[src/rtl/bird_ctrl.sv]
// Bird motion/animation sequencer: game FSM, fixed-point gravity/flap integration, wing frames.
// Optional IDLE bobbing animation is enabled by defining BIRD_CTRL_BOB_EN.
module bird_ctrl #(
   parameter logic signed [15:0] START_X   = 16'sd80,
   parameter logic signed [15:0] START_Y   = 16'sd200,
   parameter logic signed [11:0] GRAVITY   = 12'sd6,
   parameter logic signed [11:0] FLAP_VEL  = -12'sd96,
   parameter logic signed [11:0] MAX_VEL   = 12'sd160,
   parameter logic signed [15:0] GROUND_Y  = 16'sd400,
   parameter logic signed [15:0] BIRD_H    = 16'sd48,
   parameter logic signed [7:0]  ANGLE_MIN = -8'sd20,
   parameter logic signed [7:0]  ANGLE_MAX = 8'sd63,
   parameter int                 FLAP_DIV  = 4
) (
   input  logic               clk,
   input  logic               rstn,
   input  logic               frame_tick,
   input  logic               flap,
   input  logic               start,
   input  logic               collide,
   output logic signed [15:0] pos_x,
   output logic signed [15:0] pos_y,
   output logic signed [7:0]  angle,
   output logic [1:0]         bird_status,
   output logic [1:0]         game_state,
   output logic               alive
);

   // flap/start are single-cycle pulses latched until the next frame_tick;
   // a pulse coincident with frame_tick is consumed by that same tick.
   typedef enum logic [1:0] {
      ST_IDLE = 2'd0,
      ST_PLAY = 2'd1,
      ST_FALL = 2'd2,
      ST_DEAD = 2'd3
   } state_e;

   localparam int                 CNT_W    = (FLAP_DIV > 2) ? $clog2(FLAP_DIV) : 1;
   localparam logic [CNT_W-1:0]   CNT_LAST = CNT_W'(FLAP_DIV - 1);
   localparam logic signed [19:0] START_FP = {START_Y, 4'h0};
   localparam logic signed [15:0] LAND_Y   = GROUND_Y - BIRD_H;
   localparam logic signed [19:0] LAND_FP  = {LAND_Y, 4'h0};

   state_e             state_q, state_d;
   logic signed [19:0] pos_q, pos_d, pos_sum;
   logic signed [11:0] vel_q, vel_d, vel_n, vel_grav, vel_shr;
   logic signed [12:0] vel_inc;
   logic signed [7:0]  angle_q, angle_d;
   logic [CNT_W-1:0]   wing_cnt_q, wing_cnt_d;
   logic [1:0]         wing_ph_q, wing_ph_d;
   logic               flap_pend_q, flap_pend_d;
   logic               start_pend_q, start_pend_d;
   logic               flap_eff, start_eff;
   logic               integrate, animate;
   logic signed [15:0] idle_y;

`ifdef BIRD_CTRL_BOB_EN
   logic signed [2:0]  bob_off_q, bob_off_d;
   logic               bob_up_q, bob_up_d;
   logic               bob_half_q, bob_half_d;
`endif

   assign flap_eff  = flap_pend_q | flap;
   assign start_eff = start_pend_q | start;

   // Gravity step with terminal-velocity saturation, one bit wider to avoid wrap.
   assign vel_inc  = {vel_q[11], vel_q} + {GRAVITY[11], GRAVITY};
   assign vel_grav = (vel_inc > $signed({MAX_VEL[11], MAX_VEL})) ? MAX_VEL : vel_inc[11:0];

   always_ff @(posedge clk or negedge rstn) begin
      if (!rstn) begin
         state_q      <= ST_IDLE;
         pos_q        <= START_FP;
         vel_q        <= '0;
         angle_q      <= '0;
         wing_cnt_q   <= '0;
         wing_ph_q    <= '0;
         flap_pend_q  <= 1'b0;
         start_pend_q <= 1'b0;
      end else begin
         state_q      <= state_d;
         pos_q        <= pos_d;
         vel_q        <= vel_d;
         angle_q      <= angle_d;
         wing_cnt_q   <= wing_cnt_d;
         wing_ph_q    <= wing_ph_d;
         flap_pend_q  <= flap_pend_d;
         start_pend_q <= start_pend_d;
      end
   end

`ifdef BIRD_CTRL_BOB_EN
   always_ff @(posedge clk or negedge rstn) begin
      if (!rstn) begin
         bob_off_q  <= '0;
         bob_up_q   <= 1'b1;
         bob_half_q <= 1'b0;
      end else begin
         bob_off_q  <= bob_off_d;
         bob_up_q   <= bob_up_d;
         bob_half_q <= bob_half_d;
      end
   end
`endif

   always_comb begin
      state_d      = state_q;
      pos_d        = pos_q;
      vel_d        = vel_q;
      angle_d      = angle_q;
      wing_cnt_d   = wing_cnt_q;
      wing_ph_d    = wing_ph_q;
      flap_pend_d  = flap_pend_q | flap;
      start_pend_d = start_pend_q | (start && (state_q == ST_DEAD));
      vel_n        = vel_q;
      integrate    = 1'b0;
      animate      = 1'b0;
      idle_y       = START_Y;
      pos_sum      = pos_q;
      vel_shr      = '0;
`ifdef BIRD_CTRL_BOB_EN
      bob_off_d    = bob_off_q;
      bob_up_d     = bob_up_q;
      bob_half_d   = bob_half_q;
`endif

      if (frame_tick) begin
         flap_pend_d = 1'b0;
         unique case (state_q)
            ST_IDLE: begin
               animate = 1'b1;
               if (flap_eff) begin
                  state_d   = ST_PLAY;
                  vel_n     = FLAP_VEL;
                  integrate = 1'b1;
               end else begin
`ifdef BIRD_CTRL_BOB_EN
                  // Triangle wave: one pixel every second tick, upward (smaller y) first.
                  bob_half_d = ~bob_half_q;
                  if (bob_half_q) begin
                     bob_off_d = bob_up_q ? (bob_off_q - 3'sd1) : (bob_off_q + 3'sd1);
                     if (bob_off_d == -3'sd2)
                        bob_up_d = 1'b0;
                     else if (bob_off_d == 3'sd2)
                        bob_up_d = 1'b1;
                  end
                  idle_y = START_Y + {{13{bob_off_d[2]}}, bob_off_d};
`endif
                  pos_d   = {idle_y, 4'h0};
                  vel_d   = '0;
                  angle_d = '0;
               end
            end
            ST_PLAY: begin
               animate   = 1'b1;
               integrate = 1'b1;
               if (collide) begin
                  state_d = ST_FALL;
                  vel_n   = vel_grav;
               end else begin
                  vel_n = flap_eff ? FLAP_VEL : vel_grav;
               end
            end
            ST_FALL: begin
               integrate = 1'b1;
               vel_n     = vel_grav;
            end
            ST_DEAD: begin
               if (start_eff) begin
                  state_d      = ST_IDLE;
                  pos_d        = START_FP;
                  vel_d        = '0;
                  angle_d      = '0;
                  wing_cnt_d   = '0;
                  wing_ph_d    = '0;
                  start_pend_d = 1'b0;
`ifdef BIRD_CTRL_BOB_EN
                  bob_off_d    = '0;
                  bob_up_d     = 1'b1;
                  bob_half_d   = 1'b0;
`endif
               end
            end
            default: ;
         endcase

         if (integrate) begin
            pos_sum = pos_q + {{8{vel_n[11]}}, vel_n};
            vel_shr = vel_n >>> 2;
            vel_d   = vel_n;
            pos_d   = pos_sum;
            if (vel_shr < $signed({{4{ANGLE_MIN[7]}}, ANGLE_MIN}))
               angle_d = ANGLE_MIN;
            else if (vel_shr > $signed({{4{ANGLE_MAX[7]}}, ANGLE_MAX}))
               angle_d = ANGLE_MAX;
            else
               angle_d = vel_shr[7:0];
            if (pos_sum[19]) begin
               pos_d = '0;
               vel_d = '0;
            end
            // Ground contact wins over a collide-driven move to FALL.
            if ($signed(pos_sum[19:4]) >= LAND_Y) begin
               pos_d   = LAND_FP;
               vel_d   = '0;
               state_d = ST_DEAD;
            end
         end

         if (animate) begin
            if (wing_cnt_q == CNT_LAST) begin
               wing_cnt_d = '0;
               wing_ph_d  = wing_ph_q + 2'd1;
            end else begin
               wing_cnt_d = wing_cnt_q + 1'b1;
            end
         end
      end
   end

   // Wing phase 0,1,2,3 maps to frames 0,1,2,1 so frame 3 never appears.
   assign bird_status = (wing_ph_q == 2'd3) ? 2'd1 : wing_ph_q;
   assign pos_x       = START_X;
   assign pos_y       = pos_q[19:4];
   assign angle       = angle_q;
   assign game_state  = state_q;
   assign alive       = (state_q == ST_IDLE) || (state_q == ST_PLAY);

endmodule

[config.mk]
export PLATFORM = sky130hd
export DESIGN_NAME = bird_ctrl
export DESIGN_NICKNAME = d
export VERILOG_FILES = /design/src/rtl/bird_ctrl.sv
export SDC_FILE = /design/constraint.sdc
export NUM_CORES = 1
export LEC_CHECK = 0
export CAP_MARGIN = 10
export CORE_ASPECT_RATIO = 2
export CORE_MARGIN = 2
export CORE_UTILIZATION = 55
export CTS_BUF_LIST = sky130_fd_sc_hd__clkbuf_4
export CTS_CLUSTER_DIAMETER = 50
export DETAILED_ROUTE_END_ITERATION = 7
export PLACE_DENSITY = 0.79
export SYNTH_ARGS = -nofsm -noshare
export SYNTH_HDL_FRONTEND = slang
export SYNTH_SLANG_ARGS = --single-unit
[constraint.sdc]
create_clock -name clk -period 6 [get_ports clk]
set_input_delay 0.6 -clock clk [delete_from_list [all_inputs] [get_ports clk]]
set_output_delay 0.6 -clock clk [all_outputs]
set_load 0.05 [all_outputs]
==> results of run 1 <==
[registers in the layout, indices dropped and copies added (netlist names)]
register and cells:
start_pend_q 1, wing_cnt_q 2, wing_ph_q 2, game_state 2, angle 8, vel_q 12, pos_q 19, flap_pend_q 1
[per-stage QoR]
step                      area, um2  worst slack [ps]  power, mW
after global placement         4500               537       2.43
after CTS                      4550               398       2.62
final                          4580               489       2.65
after global routing           4580              11.4       2.86
after detailed placement       4500               444       2.45
after floorplan                4270               646       1.98
[cells by family (layout without fill, tap and decap cells)]
kind of cell | count (synthesis) | after routing | share of synthesized area [%]
AO/OA/AOI/OAI | 184 | 184 | 31.0
AND/OR/NAND/NOR | 151 | 151 | 19.4
buffers and inverters | 71 | 73 | 9.47
flip-flops | 47 | 47 | 28.0
adder cells (fa/ha/maj) | 31 | 31 | 9.38
XOR/XNOR | 10 | 10 | 2.08
other | 2 | 17 | 0.178
multiplexers | 2 | 2 | 0.475
[where the power goes]
part / switching, mW / internal (mW)
sequential: 0.102 / 0.409
combinational: 1.25 / 0.730
clock: 0.103 / 0.0550
total: 1.46 / 1.19
[what timing repair did]
| action | 4_1_cts | 5_1_grt |
|---|---|---|
| endpoints found under the setup margin | 0 | 24 |
| gates resized for setup | 0 | 5 |
| hold buffers | 0 | 0 |
| hold endpoints to repair | 0 | 0 |
[per-layer routing]
metal,routed length [um],up-vias
met3,627,31
met4,371,0
met1,4340,1788
met5,0,-
met2,5410,180
li1,-,1857
[worst register-to-register path, cell delays in order (launching register included)]
cell and delay [ps]:
dfrtp_1 480, inv_1 100, ha_1 270, and3b_1 350, nor3_1 70, a211oi_1 440, nor2_1 150, a31oi_2 370
or2_2 190, nand2_1 100, ha_1 460, and4_1 240, a21bo_1 240, a21boi_2 180, o211ai_2 130, a221o_1 330
a2111o_1 550, or4_1 540, a22o_1 210
[cell usage in the layout (no fill, tap or decap), types with 5 or more instances in the layout]
cell	count
inv_1	19
nor2_1	27
o22ai_1	5
nor3_1	17
nand3_1	9
xnor2_1	5
o31ai_1	8
a22o_1	10
a21oi_1	27
a211oi_1	9
buf_4	12
clkdlybuf4s50_1	32
conb_1	17
a31oi_1	10
o21ai_0	37
nand2_1	29
or2_2	7
nor4_1	6
and3_1	5
a21o_1	6
dfrtp_1	44
ha_1	30
and2_1	18
a21boi_0	7
clkbuf_4	7
a22o_2	10
o21a_1	7
o211ai_1	7
[worst max path at each step]
stage                                       to                       from  slack, ps
after global routing      pos_q[6]$_DFFE_PN0P_       vel_q[1]$_DFFE_PN0P_         10
after CTS                 pos_q[6]$_DFFE_PN0P_       vel_q[1]$_DFFE_PN0P_        400
after detailed placement  pos_q[6]$_DFFE_PN0P_       vel_q[1]$_DFFE_PN0P_        440
after global placement    pos_q[6]$_DFFE_PN0P_       vel_q[1]$_DFFE_PN0P_        540
final                     pos_q[9]$_DFFE_PN0P_       vel_q[1]$_DFFE_PN0P_        490
after floorplan           vel_q[1]$_DFFE_PN0P_  game_state[0]$_DFFE_PN0P_        650
[final cells by class]
cell class                 count  area share (%)
inverter                      19            1.56
sequential                    47            25.8
multi-input combinational    395            59.4
clock inverter                 1           0.109
clock buffer                   7            1.15
tap                           94            2.57
timing repair buffer          46            9.51
==> results.cfg, run 1 <==
[floorplanning]
die_h_um = 128
io_pins = 51
rows = 45
die_w_um = 65.9
core_area_um2 = 7490
die-area_um2 = 8420
start_util_pct = 56.3

[worst_setup_path]
slowest_stage = a2111o_1
path_buf_inv = 1
crit_cells = 18
rr_startpoint = vel_q[1]$_DFFE_PN0P_
worstSetupEndpointType = flip-flop
start_kind = flip-flop
r2r_setup_slack_ps = 490
path_cells = inv_1 -> ha_1 -> and3b_1 -> nor3_1 -> a211oi_1 -> nor2_1 -> a31oi_2 -> or2_2 -> nand2_1 -> ha_1 -> and4_1 -> a21bo_1 -> a21boi_2 -> o211ai_2 -> a221o_1 -> a2111o_1 -> or4_1 -> a22o_1
crit_fanout = 9
worst-setup-path-type = reg2reg
crit_required_ps = 6260
crit_top_cell = ha_1
slowest_delay_ps = 550
cp.arrival_ps = 5780
worstRegToRegCells = 18
reg2reg_to = pos_q[9]$_DFFE_PN0P_
critical-path-top-delay-family = compound AO/OA/AOI/OAI gates

[yosys]
syn_avg_cell_area_um2 = 8.46
synth_area_um2 = 4210
synthCells = 498
synth.yosys.seq_area_share_pct = 28.0
synth_top_area_cell = dfrtp_1
yosys_warnings = 0
ys_top_cells_by_count = dfrtp_1, o21ai_0, buf_4, ha_1, nand2_1
netlist-cell-type-count = 74
synth_top_area_share_pct = 26.1
synthFlopType = dfrtp_1
synth-edff-count = 0
yosysMostFrequentCell = dfrtp_1
ys_async_sr_fraction_pct = 100
synth_seq_cells = 47
synth_top_cells_by_area = dfrtp_1, ha_1, buf_4, o21ai_0, a21oi_1

[global_routing]
met3_usage_pct = 3.42
grt_usage_pct = 26.1
antenna_found_initial = 0
busiest_layer = met2
overflow = 0
grt_max_degree = 48
met2_usage_pct = 43.6
grt_pass1_vias = 3629
grt_pass1_wl_um = 17400
gr-usage-met1_pct = 33.3

[layout]
antennaDiodeCount = 0
multi_input_area_um2 = 2720
drive_gt1_share_pct = 10.1
stdcell_count = 609
fillerInstances = 660
fin_util_pct = 61.2
nets = 551
syn_to_final_growth_pct = 8.70
seqCellArea_um2 = 1180

[routing]
dr.first_iter.drc_count = 326
vias_per_cell = 6.33
drc_errors = 0
vias = 3856
first_pass_iters = 5
finalWirelength_um = 10700
routedWlPerCell_um = 17.6
ant_nets = 0

[run]
cap_violations = 0

[cts]
clkTransAtPathRegs_ps = 150
cts_made_buffers = 5
insertion_delay_ps = 370
root_buffer = clkbuf_4
cts_tree = yes
clockBufferDepth = 2
cts_setup_buffers = 0
cts_max_level = 2
cts_sinks = 47

[run_status]
status = complete, no violations

[sta]
grt_setup_unrepaired = false
slew_violations = 0
tns_ps = 0
min_period_over_period_pct = 91.9
max_freq_mhz = 181
finalCriticalPeriod_ps = 5510
finalHoldViolCount = 0
final-setup-viol-count = 0
maxSlewHeadroom_pct = 31.2
holdWs_ps = 384
skew_ps = 17.7
worstMarginPinSlew_ps = 1030

[hold_path]
hold_class = in2async

[place]
place_inst = 601
port_buffers = 33
dp_hpwl_um = 8010
place_congestion = 1.07

[pwr]
power_density_nw_per_um2 = 579
peakVddDrop_uv = 348
p_leak_nw = 2.04
Power figures use the tool's default switching activity.
==> run 2: changes to the inputs <==
CORE_UTILIZATION = 36   (was 55)
PLACE_DENSITY = unset   (was 0.79)
RECOVER_POWER = 25   (was unset)
==> run 2 against run 1 <==
  * The run now ends with capacitance limit, slew limit left
  * Clock-buffer cell count down 2
  * Combinational power up 3%
  * Final area rose by 2.7%
  * Setup slack lost 94 ps
  * Clock power increased by 29%
  * Largest power group unchanged
  * Utilization is 20 points lower
==> results.cfg, run 2 (synthesis results as in run 1) <==
[layout]
layout_common_cells = dfrtp_1, o21ai_0, clkdlybuf4s50_1
mostFrequentLayoutCell = dfrtp_1
syn_to_final_growth_pct = 11.6
nets = 557
largest_reg_flops = 19
finalInstanceArea_um2 = 4700
largest-register = pos_q
drive_gt1_share_pct = 10.9

[cts]
root_buffer = clkbuf_4
cts_made_buffers = 5
clockBufferDepth = 2
insertion_delay_ps = 390
clkTransAtPathRegs_ps = 150
cts_max_level = 2
cts_sinks = 47
cts_tree = yes
cts_setup_buffers = 0

[pwr]
swShare_pct = 55.1
power_density_nw_per_um2 = 581
p_comb_share_pct = 74.5
clkPwrFrac_pct = 7.5
p_seq_share_pct = 18.0
net-switching-power_mw = 1.51
peakVddDrop_uv = 401
p_int_mw = 1.23
p_leak_nw = 2.07

[routing]
vias_per_cell = 5.97
first_pass_iters = 6
drc_errors = 0
finalWirelength_um = 12400
routedWlPerCell_um = 18.6
dr.first_iter.drc_count = 251
vias = 3964
ant_nets = 0

[global_routing]
busiest_layer = met2
met2_usage_pct = 38.8
met3_usage_pct = 1.38
grt_pass1_wl_um = 19500
gr-usage-met1_pct = 20.1
antenna_found_initial = 1
grt_max_degree = 48
grt_usage_pct = 20.1
overflow = 0
grt_pass1_vias = 3838

[place]
post_dp_cell_area_um2 = 4600
port_buffers = 33
place_congestion = 0.946
dp_hpwl_um = 9700

[worst_setup_path]
start_kind = flip-flop
crit_fanout = 19
crit_required_ps = 6320
worstSetupEndpointType = flip-flop
cp.arrival_ps = 5930
worst-setup-path-type = reg2reg

[sta]
skew_ps = 19.5
finalCriticalPeriod_ps = 5610
grt_setup_unrepaired = false
tns_ps = 0
worstMarginPinSlew_ps = 2680
final-setup-viol-count = 0
slew_violations = 48
min_period_over_period_pct = 93.4
max_freq_mhz = 178
maxSlewHeadroom_pct = -78.9
finalHoldViolCount = 0

[run_status]
status = complete, but fails checks
violations = capacitance limit, slew limit

[floorplanning]
rows = 55
start_util_pct = 37.1
io_pins = 51
core_area_um2 = 11400
die-area_um2 = 12600
die_w_um = 80.5
die_h_um = 157

[hold_path]
hold_class = reg2reg

[run]
cap_violations = 1
## run 2: changes by cell type in the layout (fill, tap and decap cells not counted), moves of 2 or more
cell	previous run	this run
o21ai_0	37	35
buf_4	12	17
o21ai_1	0	2
clkbuf_4	7	5
## run 2: what timing repair did
action                                  CTS  global route
hold buffers                              0             0
endpoints found under the setup margin    0            27
resized for setup                         0             8
## run 2: per-layer routing
metal | up-vias | share of wire [%]
li1 | 1881 | -
met1 | 1902 | 35
met2 | 131 | 56
met3 | 50 | 2.7
met4 | 0 | 5.8
met5 | - | 0
## run 2: final timing paths
kind,from,end,slack [ps],cells past startpoint
max,vel_q[1]$_DFFE_PN0P_,pos_q[6]$_DFFE_PN0P_,390,24
min,angle[5]$_DFFE_PN0P_,angle[5]$_DFFE_PN0P_,510,2
max reg2reg,vel_q[1]$_DFFE_PN0P_,pos_q[6]$_DFFE_PN0P_,390,24
min reg2reg,angle[5]$_DFFE_PN0P_,angle[5]$_DFFE_PN0P_,510,2
max in group asynchronous,rstn,game_state[1]$_DFFE_PN0P_,3350,2
min in group asynchronous,rstn,angle[0]$_DFFE_PN0P_,1130,2
## run 2: final cells by class
cell class | count | area [um2]
Timing Repair Buffer | 52 | 477
Sequential cell | 47 | 1180
Multi-Input combinational cell | 395 | 2720
Tap cell | 142 | 178
Antenna cell | 1 | 2.50
Clock buffer | 5 | 37.5
Inverter | 19 | 71.3
Fill cell | 1165 | 6650
Clock inverter | 3 | 43.8
## run 2: through the flow
step                utilization [%]  instances  setup slack [ps]  hold slack (ps)  power (mW)
floorplan                         -        513               646              304        1.98
CTS                            41.2        663               154              313        2.72
global route                   41.4        664              27.8              551        2.94
detailed placement             40.5        655               220              482        2.51
finish                         41.4        664               395              507        2.73
global placement               40.5        655               280              472        2.48
## run 2: power by group through the flow
stage	Combinational [mW]	Clock, mW	Sequential [mW]
after floorplan	1.42	0	0.561
after global placement	1.98	0	0.499
after detailed placement	2.01	0	0.500
after CTS	2.01	0.213	0.493
after global routing	2.22	0.222	0.504
final	2.04	0.204	0.493
## run 2: critical path: stages, from the launching register on
cell      delay [ps]
dfrtp_1          480
inv_1            100
ha_1             270
nand3b_1         210
buf_4            190
nor4_1           170
nor3_1           120
or3_1            450
o21ai_0          220
o21ai_0          170
o21ai_1          290
ha_1             380
and3_1           220
and2_1           180
a21boi_2         180
o211ai_2         230
nand2_1           90
a21o_1           180
a21oi_1          130
o21ai_0          120
ha_1             320
nor2_1           160
nor4b_4          300
buf_12           200
a32o_1           170
